File: src/rtl/alu_pkg.sv
// Purpose: shared types for the alu_pipe slice: opcode enum, {N,V,Z} flag struct, flag bit indices.
// Latency: n/a (types and constants only).
// Backpressure: n/a.
package alu_pkg;

  typedef enum logic [2:0] {
    OP_ADD    = 3'b000,
    OP_SUB    = 3'b001,
    OP_XOR    = 3'b010,
    OP_RED    = 3'b011,
    OP_SLL    = 3'b100,
    OP_SRA    = 3'b101,
    OP_ROR    = 3'b110,
    OP_PADDSB = 3'b111
  } alu_op_e;

  typedef struct packed {
    logic n;
    logic v;
    logic z;
  } flags_t;

  localparam int FLAG_N = 2;
  localparam int FLAG_V = 1;
  localparam int FLAG_Z = 0;

  // Only ADD/SUB own the N and V flags; every other op leaves them alone.
  function automatic logic is_arith(alu_op_e op);
    return (op == OP_ADD) || (op == OP_SUB);
  endfunction

endpackage

File: src/rtl/alu_pipe_if.sv
// Purpose: valid/ready operation bus into alu_pipe and result bus out of it.
// Latency: n/a (wiring only).
// Backpressure: producer holds in_* while in_valid && !in_ready; consumer drives out_ready.
// Ports: in_valid/in_ready/in_op/in_a/in_b (request), out_valid/out_ready/out_data/flags (result).
interface alu_pipe_if #(
  parameter int W = 16
);
  import alu_pkg::*;

  logic         in_valid;
  logic         in_ready;
  logic [2:0]   in_op;
  logic [W-1:0] in_a;
  logic [W-1:0] in_b;
  logic         out_valid;
  logic         out_ready;
  logic [W-1:0] out_data;
  flags_t       flags;

  // Request source / result sink side.
  modport master (
    output in_valid, in_op, in_a, in_b, out_ready,
    input  in_ready, out_valid, out_data, flags
  );

  // ALU side.
  modport slave (
    input  in_valid, in_op, in_a, in_b, out_ready,
    output in_ready, out_valid, out_data, flags
  );

endinterface

File: src/rtl/alu_pipe_core.sv
// Purpose: combinational ALU datapath (ADD/SUB sat-or-wrap, XOR, byte sum, shifts, rotate, 4-bit SIMD sat add).
// Latency: 0 cycles, pure combinational.
// Backpressure: none; evaluated every cycle on whatever S1 holds.
// Ports: op, a, b in; result, n (result MSB), v (signed overflow of ADD/SUB, else 0), z (result == 0) out.
module alu_pipe_core
  import alu_pkg::*;
#(
  parameter int W   = 16,
  parameter bit SAT = 1'b1
) (
  input  alu_op_e      op,
  input  logic [W-1:0] a,
  input  logic [W-1:0] b,
  output logic [W-1:0] result,
  output logic         n,
  output logic         v,
  output logic         z
);

  localparam int AW = $clog2(W);
  localparam int NB = W / 8;  // bytes per operand
  localparam int NL = W / 4;  // nibble lanes for PADDSB

  logic [AW-1:0] amt;
  logic [W:0]    add_ext;
  logic [W:0]    sub_ext;
  logic          add_ovf;
  logic          sub_ovf;
  logic [W-1:0]  red_sum;
  logic [W-1:0]  paddsb_dat;
  logic [4:0]    lane;

  assign amt = b[AW-1:0];

  // One extra sign bit: overflow whenever the top two bits disagree, and the
  // top bit is the sign of the true result, which picks the clamp direction.
  assign add_ext = {a[W-1], a} + {b[W-1], b};
  assign sub_ext = {a[W-1], a} - {b[W-1], b};
  assign add_ovf = add_ext[W] ^ add_ext[W-1];
  assign sub_ovf = sub_ext[W] ^ sub_ext[W-1];

  function automatic logic [W-1:0] clamp(logic neg);
    return neg ? {1'b1, {(W-1){1'b0}}} : {1'b0, {(W-1){1'b1}}};
  endfunction

  // Sum of all bytes of a and b, each sign-extended; at most 2*NB*128 in
  // magnitude, which always fits in W bits since W >= 16.
  always_comb begin
    red_sum = '0;
    for (int i = 0; i < NB; i++) begin
      red_sum = red_sum + {{(W-8){a[8*i+7]}}, a[8*i +: 8]};
      red_sum = red_sum + {{(W-8){b[8*i+7]}}, b[8*i +: 8]};
    end
  end

  // Independent signed nibble lanes, each clamped to [-8, 7].
  always_comb begin
    paddsb_dat = '0;
    lane       = '0;
    for (int j = 0; j < NL; j++) begin
      lane = {a[4*j+3], a[4*j +: 4]} + {b[4*j+3], b[4*j +: 4]};
      if (lane[4] != lane[3]) begin
        paddsb_dat[4*j +: 4] = lane[4] ? 4'h8 : 4'h7;
      end else begin
        paddsb_dat[4*j +: 4] = lane[3:0];
      end
    end
  end

  always_comb begin
    result = '0;
    v      = 1'b0;
    unique case (op)
      OP_ADD: begin
        v      = add_ovf;
        result = (SAT && add_ovf) ? clamp(add_ext[W]) : add_ext[W-1:0];
      end
      OP_SUB: begin
        v      = sub_ovf;
        result = (SAT && sub_ovf) ? clamp(sub_ext[W]) : sub_ext[W-1:0];
      end
      OP_XOR:    result = a ^ b;
      OP_RED:    result = red_sum;
      OP_SLL:    result = a << amt;
      OP_SRA:    result = $signed(a) >>> amt;
      // Left part shifts by W when amt is 0, which yields 0 and passes a.
      OP_ROR:    result = (a >> amt) | (a << (W - int'(amt)));
      OP_PADDSB: result = paddsb_dat;
      default:   result = '0;
    endcase
  end

  assign n = result[W-1];
  assign z = (result == '0);

endmodule

File: src/rtl/alu_pipe.sv
// Purpose: two-stage valid/ready ALU pipeline; S1 holds op/operands, S2 holds result and {N,V,Z} flags.
// Latency: out_valid rises exactly 2 cycles after accept when unstalled; one op per cycle throughput.
// Backpressure: S2 stalls while out_valid && !out_ready; S1 then fills and drops in_ready; outputs hold.
// Ports: clk, rst_n (async active-low), bus (alu_pipe_if.slave). W: multiple of 8, >= 16; SAT: 1 saturate, 0 wrap.
module alu_pipe
  import alu_pkg::*;
#(
  parameter int W   = 16,
  parameter bit SAT = 1'b1
) (
  input  logic         clk,
  input  logic         rst_n,
  alu_pipe_if.slave    bus
);

  logic         s1_vld;
  alu_op_e      s1_op;
  logic [W-1:0] s1_a;
  logic [W-1:0] s1_b;

  logic         s2_vld;
  logic [W-1:0] s2_dat;
  flags_t       flags_q;
  flags_t       flags_d;

  logic         s2_free;
  logic         s1_move;
  logic         accept;

  logic [W-1:0] core_res;
  logic         core_n;
  logic         core_v;
  logic         core_z;

  // S2 can take a new result if empty or being drained this cycle; S1 can
  // take a new op if empty or handing its op to S2 this cycle.
  assign s2_free      = !s2_vld || bus.out_ready;
  assign s1_move      = s1_vld && s2_free;
  assign bus.in_ready = !s1_vld || s1_move;
  assign accept       = bus.in_valid && bus.in_ready;

  // Stage 1: operands are only captured on accept, so idle X on the inputs
  // never enters the datapath.
  always_ff @(posedge clk or negedge rst_n) begin
    if (!rst_n) begin
      s1_vld <= 1'b0;
      s1_op  <= OP_ADD;
      s1_a   <= '0;
      s1_b   <= '0;
    end else begin
      if (bus.in_ready) begin
        s1_vld <= bus.in_valid;
      end
      if (accept) begin
        s1_op <= alu_op_e'(bus.in_op);
        s1_a  <= bus.in_a;
        s1_b  <= bus.in_b;
      end
    end
  end

  alu_pipe_core #(
    .W   (W),
    .SAT (SAT)
  ) u_core (
    .op     (s1_op),
    .a      (s1_a),
    .b      (s1_b),
    .result (core_res),
    .n      (core_n),
    .v      (core_v),
    .z      (core_z)
  );

  // Z follows every result; N and V only move for ADD/SUB.
  always_comb begin
    flags_d         = flags_q;
    flags_d[FLAG_Z] = core_z;
    if (is_arith(s1_op)) begin
      flags_d[FLAG_N] = core_n;
      flags_d[FLAG_V] = core_v;
    end
  end

  // Stage 2: result and flags load together, only when an op moves up.
  always_ff @(posedge clk or negedge rst_n) begin
    if (!rst_n) begin
      s2_vld  <= 1'b0;
      s2_dat  <= '0;
      flags_q <= '0;
    end else begin
      if (s2_free) begin
        s2_vld <= s1_vld;
      end
      if (s1_move) begin
        s2_dat  <= core_res;
        flags_q <= flags_d;
      end
    end
  end

  assign bus.out_valid = s2_vld;
  assign bus.out_data  = s2_dat;
  assign bus.flags     = flags_q;

endmodule

File: src/flat_wrapper.sv
// flat-port wrapper written by rule: the top's interface ports become plain ports
module alu_pipe_flat import alu_pkg::*;
#(
  parameter int W   = 16,
  parameter bit SAT = 1'b1
)
  (clk, rst_n, bus_in_valid, bus_in_op, bus_in_a, bus_in_b, bus_out_ready, bus_in_ready, bus_out_valid, bus_out_data, bus_flags);
  alu_pipe_if #(.W(W)) bus_i ();
  input  logic clk;
  input  logic rst_n;
  input wire logic [$bits(bus_i.in_valid)-1:0] bus_in_valid;
  input wire logic [$bits(bus_i.in_op)-1:0] bus_in_op;
  input wire logic [$bits(bus_i.in_a)-1:0] bus_in_a;
  input wire logic [$bits(bus_i.in_b)-1:0] bus_in_b;
  input wire logic [$bits(bus_i.out_ready)-1:0] bus_out_ready;
  output wire logic [$bits(bus_i.in_ready)-1:0] bus_in_ready;
  output wire logic [$bits(bus_i.out_valid)-1:0] bus_out_valid;
  output wire logic [$bits(bus_i.out_data)-1:0] bus_out_data;
  output wire logic [$bits(bus_i.flags)-1:0] bus_flags;
  assign bus_i.in_valid = bus_in_valid;
  assign bus_i.in_op = bus_in_op;
  assign bus_i.in_a = bus_in_a;
  assign bus_i.in_b = bus_in_b;
  assign bus_i.out_ready = bus_out_ready;
  assign bus_in_ready = bus_i.in_ready;
  assign bus_out_valid = bus_i.out_valid;
  assign bus_out_data = bus_i.out_data;
  assign bus_flags = bus_i.flags;
  alu_pipe #(.W(W), .SAT(SAT)) u_core (.clk(clk), .rst_n(rst_n), .bus(bus_i));
endmodule
File: config.mk
export PLATFORM = sky130hd
export DESIGN_NAME = alu_pipe_flat
export DESIGN_NICKNAME = d
export VERILOG_FILES = /design/src/rtl/alu_pkg.sv /design/src/rtl/alu_pipe_if.sv /design/src/rtl/alu_pipe_core.sv /design/src/rtl/alu_pipe.sv /design/src/flat_wrapper.sv
export SDC_FILE = /design/constraint.sdc
export NUM_CORES = 1
export LEC_CHECK = 0
export ABC_AREA = 1
export CORE_AREA = 3 3 120 122
export CTS_BUF_LIST = sky130_fd_sc_hd__clkbuf_16
export DETAILED_ROUTE_END_ITERATION = 8
export DIE_AREA = 0 0 123 125
export HOLD_SLACK_MARGIN = 0.12
export PLACE_DENSITY = 0.82
export SLEW_MARGIN = 30
export SYNTH_ARGS = -nofsm -noshare
export SYNTH_HDL_FRONTEND = slang
export SYNTH_SLANG_ARGS = --single-unit
File: constraint.sdc
create_clock -name clk -period 4.3 [get_ports clk]
set_input_delay 0.645 -clock clk [delete_from_list [all_inputs] [get_ports clk]]
set_output_delay 0.645 -clock clk [all_outputs]
set_load 0.05 [all_outputs]
==> Word-level counts from Yosys, hierarchy flattened <==
Cells that the tools add are included.
{ "classes": {"n_addsub": 10, "eq_ne": 11, "shifts": 4, "muxes": 14, "n_bitwise": 4, "n_reduce_logical": 10} }
{ "op_table": {"columns": ["cell", "n"], "rows": [
  ["$pmux 16 s8", 1],
  ["$mux 16", 4],
  ["$mux 4", 8],
  ["$shl 16x32->16", 1],
  ["$add 4x4->5", 4],
  ["$add 16x16->17", 1],
  ["$sub 16x16->17", 1],
  ["$logic_not 16->1", 1],
  ["$or 16x16->16", 1],
  ["$shl 16x4->16", 1],
  ["$shr 16x4->16", 1],
  ["$sshr 16x4->16", 1],
  ["$xor 16x16->16", 1],
  ["$eq 3x3->1 const B", 4],
  ["$add 10x8->11", 1],
  ["$add 9x8->10", 1],
  ["$add 8x8->9", 1],
  ["$eq 3x2->1 const B", 2],
  ["$sub 5x4->6 const A", 1],
  ["$ne 1x1->1", 4],
  ["$eq 3x1->1 const B", 1],
  ["$logic_not 3->1", 1],
  ["$logic_or 1x1->1", 3],
  ["$logic_and 1x1->1", 2],
  ["other kinds (4)", 6]
]} }
{ "totals": {"ff_bits": 56, "in_bits": 39, "output_inout_bits": 21, "word_cells": 62} }

==> Longest topological paths before layout <==
{ "depth": {"ltp_word": 5, "mapped_depth": 26, "mapped_depth_nobuf": 24} }

==> Cells and area by module <==
Synthesis repeated with hierarchy kept, for this count alone.
{ "unflattened": {"cells_unflattened": 1443, "area_unflattened_um2": 8404.3} }
{ "modules_own_cells": {"columns": ["mod", "n_inst", "cells_per_inst", "area_each_um2", "seq_area_each_um2"], "rows": [
  ["alu_pipe_core", 1, 1200, 6184.7, 0.0],
  ["alu_pipe", 1, 243, 2219.6, 1401.3]
]} }

==> Worst setup path before layout <==
OpenSTA, ideal clock, no wires.
{ "synth_timing": {"kind": "register to register", "from": "reg u_core.s1_b[1]", "to": "reg u_core.flags_q, in the netlist u_core.bus.flags[0]", "setup_time_ns": 0.066, "t_arrival_ns": 3.794, "slack_ns": 0.440, "stages_incl_launch_ff": 25, "period_less_slack_ns": 3.860, "path_cell_list": "dfrtp_1 > inv_1 > clkbuf_1 > buf_2 > fa_1 > fa_1 > inv_1 > ha_1 > fa_1 > nand3_1 > nand2_1 > nand2_1 > a21oi_1 > or2_2 > nor2_1 > nor2_1 > nor2_1 > nand2_1 > nand2_1 > nand2_1 > inv_1 > nand2_1 > nor2_1 > nand2_1 > nand2_1"} }
{ "synth_via": {"elab_chain_len": 5, "word_cells_on_any_way": 24, "classes_between": "add/sub (7); eq/ne (1); shift (4); mux (7); bitwise (4); reduce/logical (1)"} }
{ "synth_lines": {"columns": ["element", "line_no", "text"], "rows": [
  ["from (decl)", "alu_pipe.sv:19", "logic [W-1:0] s1_b;"],
  ["from (signal assigned)", "alu_pipe.sv:57", "s1_b <= bus.in_b;"],
  ["$add 8x8->9 (tied with other cells)", "alu_pipe_core.sv:52", "red_sum = red_sum + {{(W-8){b[8*i+7]}}, b[8*i +: 8]};"],
  ["$add 9x8->10 (tied with other cells)", "alu_pipe_core.sv:51", "red_sum = red_sum + {{(W-8){a[8*i+7]}}, a[8*i +: 8]};"],
  ["$add 10x8->11 (tied with other cells)", "alu_pipe_core.sv:52", null],
  ["$pmux 16 s8 (*)", "alu_pipe_core.sv:73", "unique case (op)"],
  ["$logic_not 16->1 (*)", "alu_pipe_core.sv:94", "assign z = (result == '0);"],
  ["to (signal assigned)", "alu_pipe.sv:97", "flags_q <= flags_d;"],
  ["to (decl)", "alu_pipe.sv:23", "flags_t flags_q;"]
]} }
Mark *: on every way between the ends. The rest lies on a longest branch, timed or not.
A chain may end at the register's enable or synchronous reset.

==> Final worst setup path <==
{ "layout_timing": {"from": "reg u_core.s1_a[1]", "to": "reg u_core.flags_q, in the netlist u_core.bus.flags[0]"} }
{ "layout_via": {"elab_chain_len": 5, "word_cells_on_any_way": 23, "classes_between": "add/sub (6); eq/ne (1); shift (4); mux (7); bitwise (4); reduce/logical (1)"} }
{ "layout_lines": {"columns": ["element", "line_no", "text"], "rows": [
  ["from (decl)", "alu_pipe.sv:18", "logic [W-1:0] s1_a;"],
  ["from (signal assigned)", "alu_pipe.sv:56", "s1_a <= bus.in_a;"],
  ["$add 8x8->9 (tied with other cells)", "alu_pipe_core.sv:52", null],
  ["$add 9x8->10 (tied with other cells)", "alu_pipe_core.sv:51", null],
  ["$add 10x8->11 (tied with other cells)", "alu_pipe_core.sv:52", null],
  ["$pmux 16 s8 (*)", "alu_pipe_core.sv:73", null],
  ["$logic_not 16->1 (*)", "alu_pipe_core.sv:94", null]
]} }
Marks and branches as above.

==> run summary <==
Cell type with the highest aggregate area in the netlist = nand2_1
Final critical-path required period = 3.90 ns
Starting density of the core = 0.599
Inserted Diodes = 0
Most used standard cells in the synthesized netlist = nand2_1, nand3_1, inv_1
Maximum clock path buffer count = 2
Clock network fraction of design power = 0.085
Via count of the routed design = 9408
Static Leakage = 0.00472 uW
Maximum number of pins on one net before global-route repair = 49
Number of warnings printed during yosys synthesis = 0
Worst-Skew Late Latency = 0.31 ns
Worst setup EP type = flip-flop
Largest cells by area after synthesis = nand2_1, dfrtp_1, nand3_1
Number of H-tree levels = 2
Cell at the root of the clock tree = clkbuf_16
Share of power burned in combinational logic = 0.761
GRT busiest layer = met1
Critical path fanouts, max = 8
Pint = 2150 uW
Worst path arrival time = 4.11 ns
Placed Cells incl. Taps = 1575
Number of flops mapped to enable cells by yosys = 0
Count of cells along the worst register-to-register path = 23
Proportion of netlist area held by the largest area contributor = 0.240
Number of global-route vias before repair = 8347
Post-route worst hold slack = 0.364 ns
Netlist cell types = 41
Antenna violations before repair = 0
Final cell count without fillers = 1583
Count of clock tree sinks = 56
Fraction of the cycle the final worst path needs = 0.907
Most frequently used flop master after synthesis = dfrtp_1
Horizontal die dimension = 123 um
Proportion of register bits with asynchronous set or reset after synthesis = 1.00
Mean cell area of the mapped netlist = 5.76 sq um
Final routed wire length divided by cell count = 17.8 um
Cell with the largest stage delay on the worst path = dfrtp_1
CTS tree = built
GR met2 Demand/Resource = 0.528
CORE AREA = 0.0133 sq mm
Crit path required time = 4.51 ns
GP Congestion = 1.06
Wire length of the first global-routing pass = 44300 um
Worst voltage drop across the vdd grid = 351 uV
Switching power of the nets = 3010 uW
Cell-by-cell trace of the critical path = inv_1 > fa_1 > fa_1 > inv_1 > ha_1 > fa_1 > nand3_1 > nand2_1 > nand2_1 > a21oi_1 > or2_2 > nand2_1 > nand2_1 > nor2_1 > nor2_1 > nand2_1 > nand2_1 > nand2_1 > inv_1 > nand2_1 > nor2_1 > nand2_1 > nand2_1
Unrepaired setup endpoints after global routing = false
Met1 Use GR = 0.551
Power density over cell area = 587 mW/mm^2
Post-Synthesis Net Count = 1488
Number of cells on the critical path = 23
Hold buffer count at cts = 0
Most repeated cell in the gate-level netlist after synthesis = nand2_1
Flops & latches, synth = 56
Total wirelength of the detailed-routed design = 28200 um
Hold violation total from the final report = 0
Count of pins on the block boundary = 60
Nets = 1511
Sequential fraction of the synthesis area = 0.176
Clock input transition at the sequential cells of the worst setup and hold paths = 0.09 ns
Most common cell on crit path = nand2_1
Maximum single-stage delay on the critical path = 0.54 ns
Worst-case clock skew = 0.0166 ns
Startpoint kind of the worst setup timing path = flip-flop
Final cell utilization of the core = 0.660
Count of port buffers added during placement = 59
Std-Cell Rows = 42
Hpwl dp = 22600 um
Crit path buf inv count = 3
Top cell family by delay on the critical path = adder cells
Worst r2r dst = u_core.bus.flags[0]
Number of violations of the max-capacitance limit = 0
Overall die area = 0.0154 sq mm
Number of fillers in the final layout = 1276
Sequential fraction of design power = 0.154
CTS buffer count = 5
Number of vias per cell = 5.94
Sequential cell area = 0.00140 sq mm
Headroom to the max-slew limit = 0.377
Share of total power consumed by net switching = 0.584
Setup Fix Bufs, Post-CTS = 0
Total Negative Setup Slacks = 0 ns
Slew @ Worst Pin = 0.932 ns
Launch point of the worst reg-to-reg path = u_core.s1_a[1]
Post-cts repair resize count = 0
Critical Setup Path Class = flip-flop to flip-flop
First-pass iteration count of the detailed router = 5
Post-DRT Antenna Nets = 0
Fraction of met3 tracks used by global routing = 0.0678
Count of final setup violators = 0
Proportion of layout cells with a drive suffix above 1 = 0.0441
Final-report max-slew violation count = 0
Total area of multi-input combinational cells = 0.00572 sq mm
Classification of the worst-slack hold path = input port to async pin
Area overhead of the layout relative to synthesis = 10.1%
Minimum setup slack among reg-to-reg paths = 0.40 ns
Synth Cell Area = 0.00797 sq mm
Starting DRT DRC Count = 1301
Total power after layout = 5150 uW
Chip height = 125 um
GRT Residual Overflow = 0
DRC violation count after routing = 0
Result of the run = complete, no violations
Cell count after synthesis = 1383
Achievable frequency = 256 MHz
Total global routing track utilization = 0.368
==> cells by family (layout without fill, tap and decap cells) <==
group,Yosys count,in the layout,share of synthesized area
XOR/XNOR,22,22,0.0251
buffers and inverters,209,233,0.106
multiplexers,2,2,0.00283
AO/OA/AOI/OAI,194,194,0.133
AND/OR/NAND/NOR,834,834,0.432
flip-flops,56,56,0.176
adder cells (fa/ha/maj),66,66,0.124
==> layout by cell type (no fill, tap or decap), drive strengths merged, types with 13 or more instances in the layout <==
master / instances
a21oi: 100
fa: 22
dfrtp: 56
nand3: 166
nand2: 522
buf: 19
ha: 44
nor2: 119
xor2: 19
o211ai: 13
clkdlybuf4s50: 58
o21ai: 66
inv: 147
==> registers in the layout, summed over array words and instances, names as in the netlist <==
register and flops:
u_core.s1_op 3, u_core.bus.out_valid 1, u_core.bus.flags 3, u_core.s1_a 16, u_core.bus.out_data 16, u_core.s1_vld 1
u_core.s1_b 16
==> worst max path at each step <==
stage | from | end | slack, ns
global placement | u_core.s1_a[1] | u_core.bus.flags[0] | 0.62
floorplan | u_core.s1_b[1] | u_core.bus.flags[0] | 0.44
global route | u_core.s1_a[1] | u_core.bus.flags[0] | 0.17
finish | u_core.s1_a[1] | u_core.bus.flags[0] | 0.40
detailed placement | u_core.s1_a[1] | u_core.bus.flags[0] | 0.51
CTS | u_core.s1_a[1] | u_core.bus.flags[0] | 0.50
==> power by group through the flow <==
stage / Combinational (uW) / Sequential, uW / Clock [uW]
2_1_floorplan: 2520 / 1030 / 0
3_3_place_gp: 3750 / 792 / 0
3_5_place_dp: 3790 / 798 / 0
4_1_cts: 3810 / 789 / 441
5_1_grt: 4330 / 806 / 462
6_report: 3920 / 794 / 436
==> metal layers <==
metal | vias to the layer above | wire length, um
met5 | - | 0
met2 | 604 | 11900
met3 | 72 | 3320
li1 | 4451 | -
met1 | 4281 | 11800
met4 | 0 | 1220
==> through the flow <==
stage | worst slack [ns] | instance area [sq um]
finish | 0.400 | 8770
global route | 0.166 | 8770
CTS | 0.496 | 8770
detailed placement | 0.509 | 8620
global placement | 0.622 | 8620
floorplan | 0.440 | 7970
==> area by class of cell <==
| class | instances | area share |
|---|---|---|
| Sequential cell | 56 | 0.160 |
| Timing Repair Buffer | 77 | 0.0821 |
| Tap cell | 176 | 0.0251 |
| Clock buffer | 5 | 0.0143 |
| Clock inverter | 3 | 0.00314 |
| Multi-Input combinational cell | 1118 | 0.652 |
| Inverter | 148 | 0.0633 |
No activity file was read; power rests on OpenSTA's default activity.
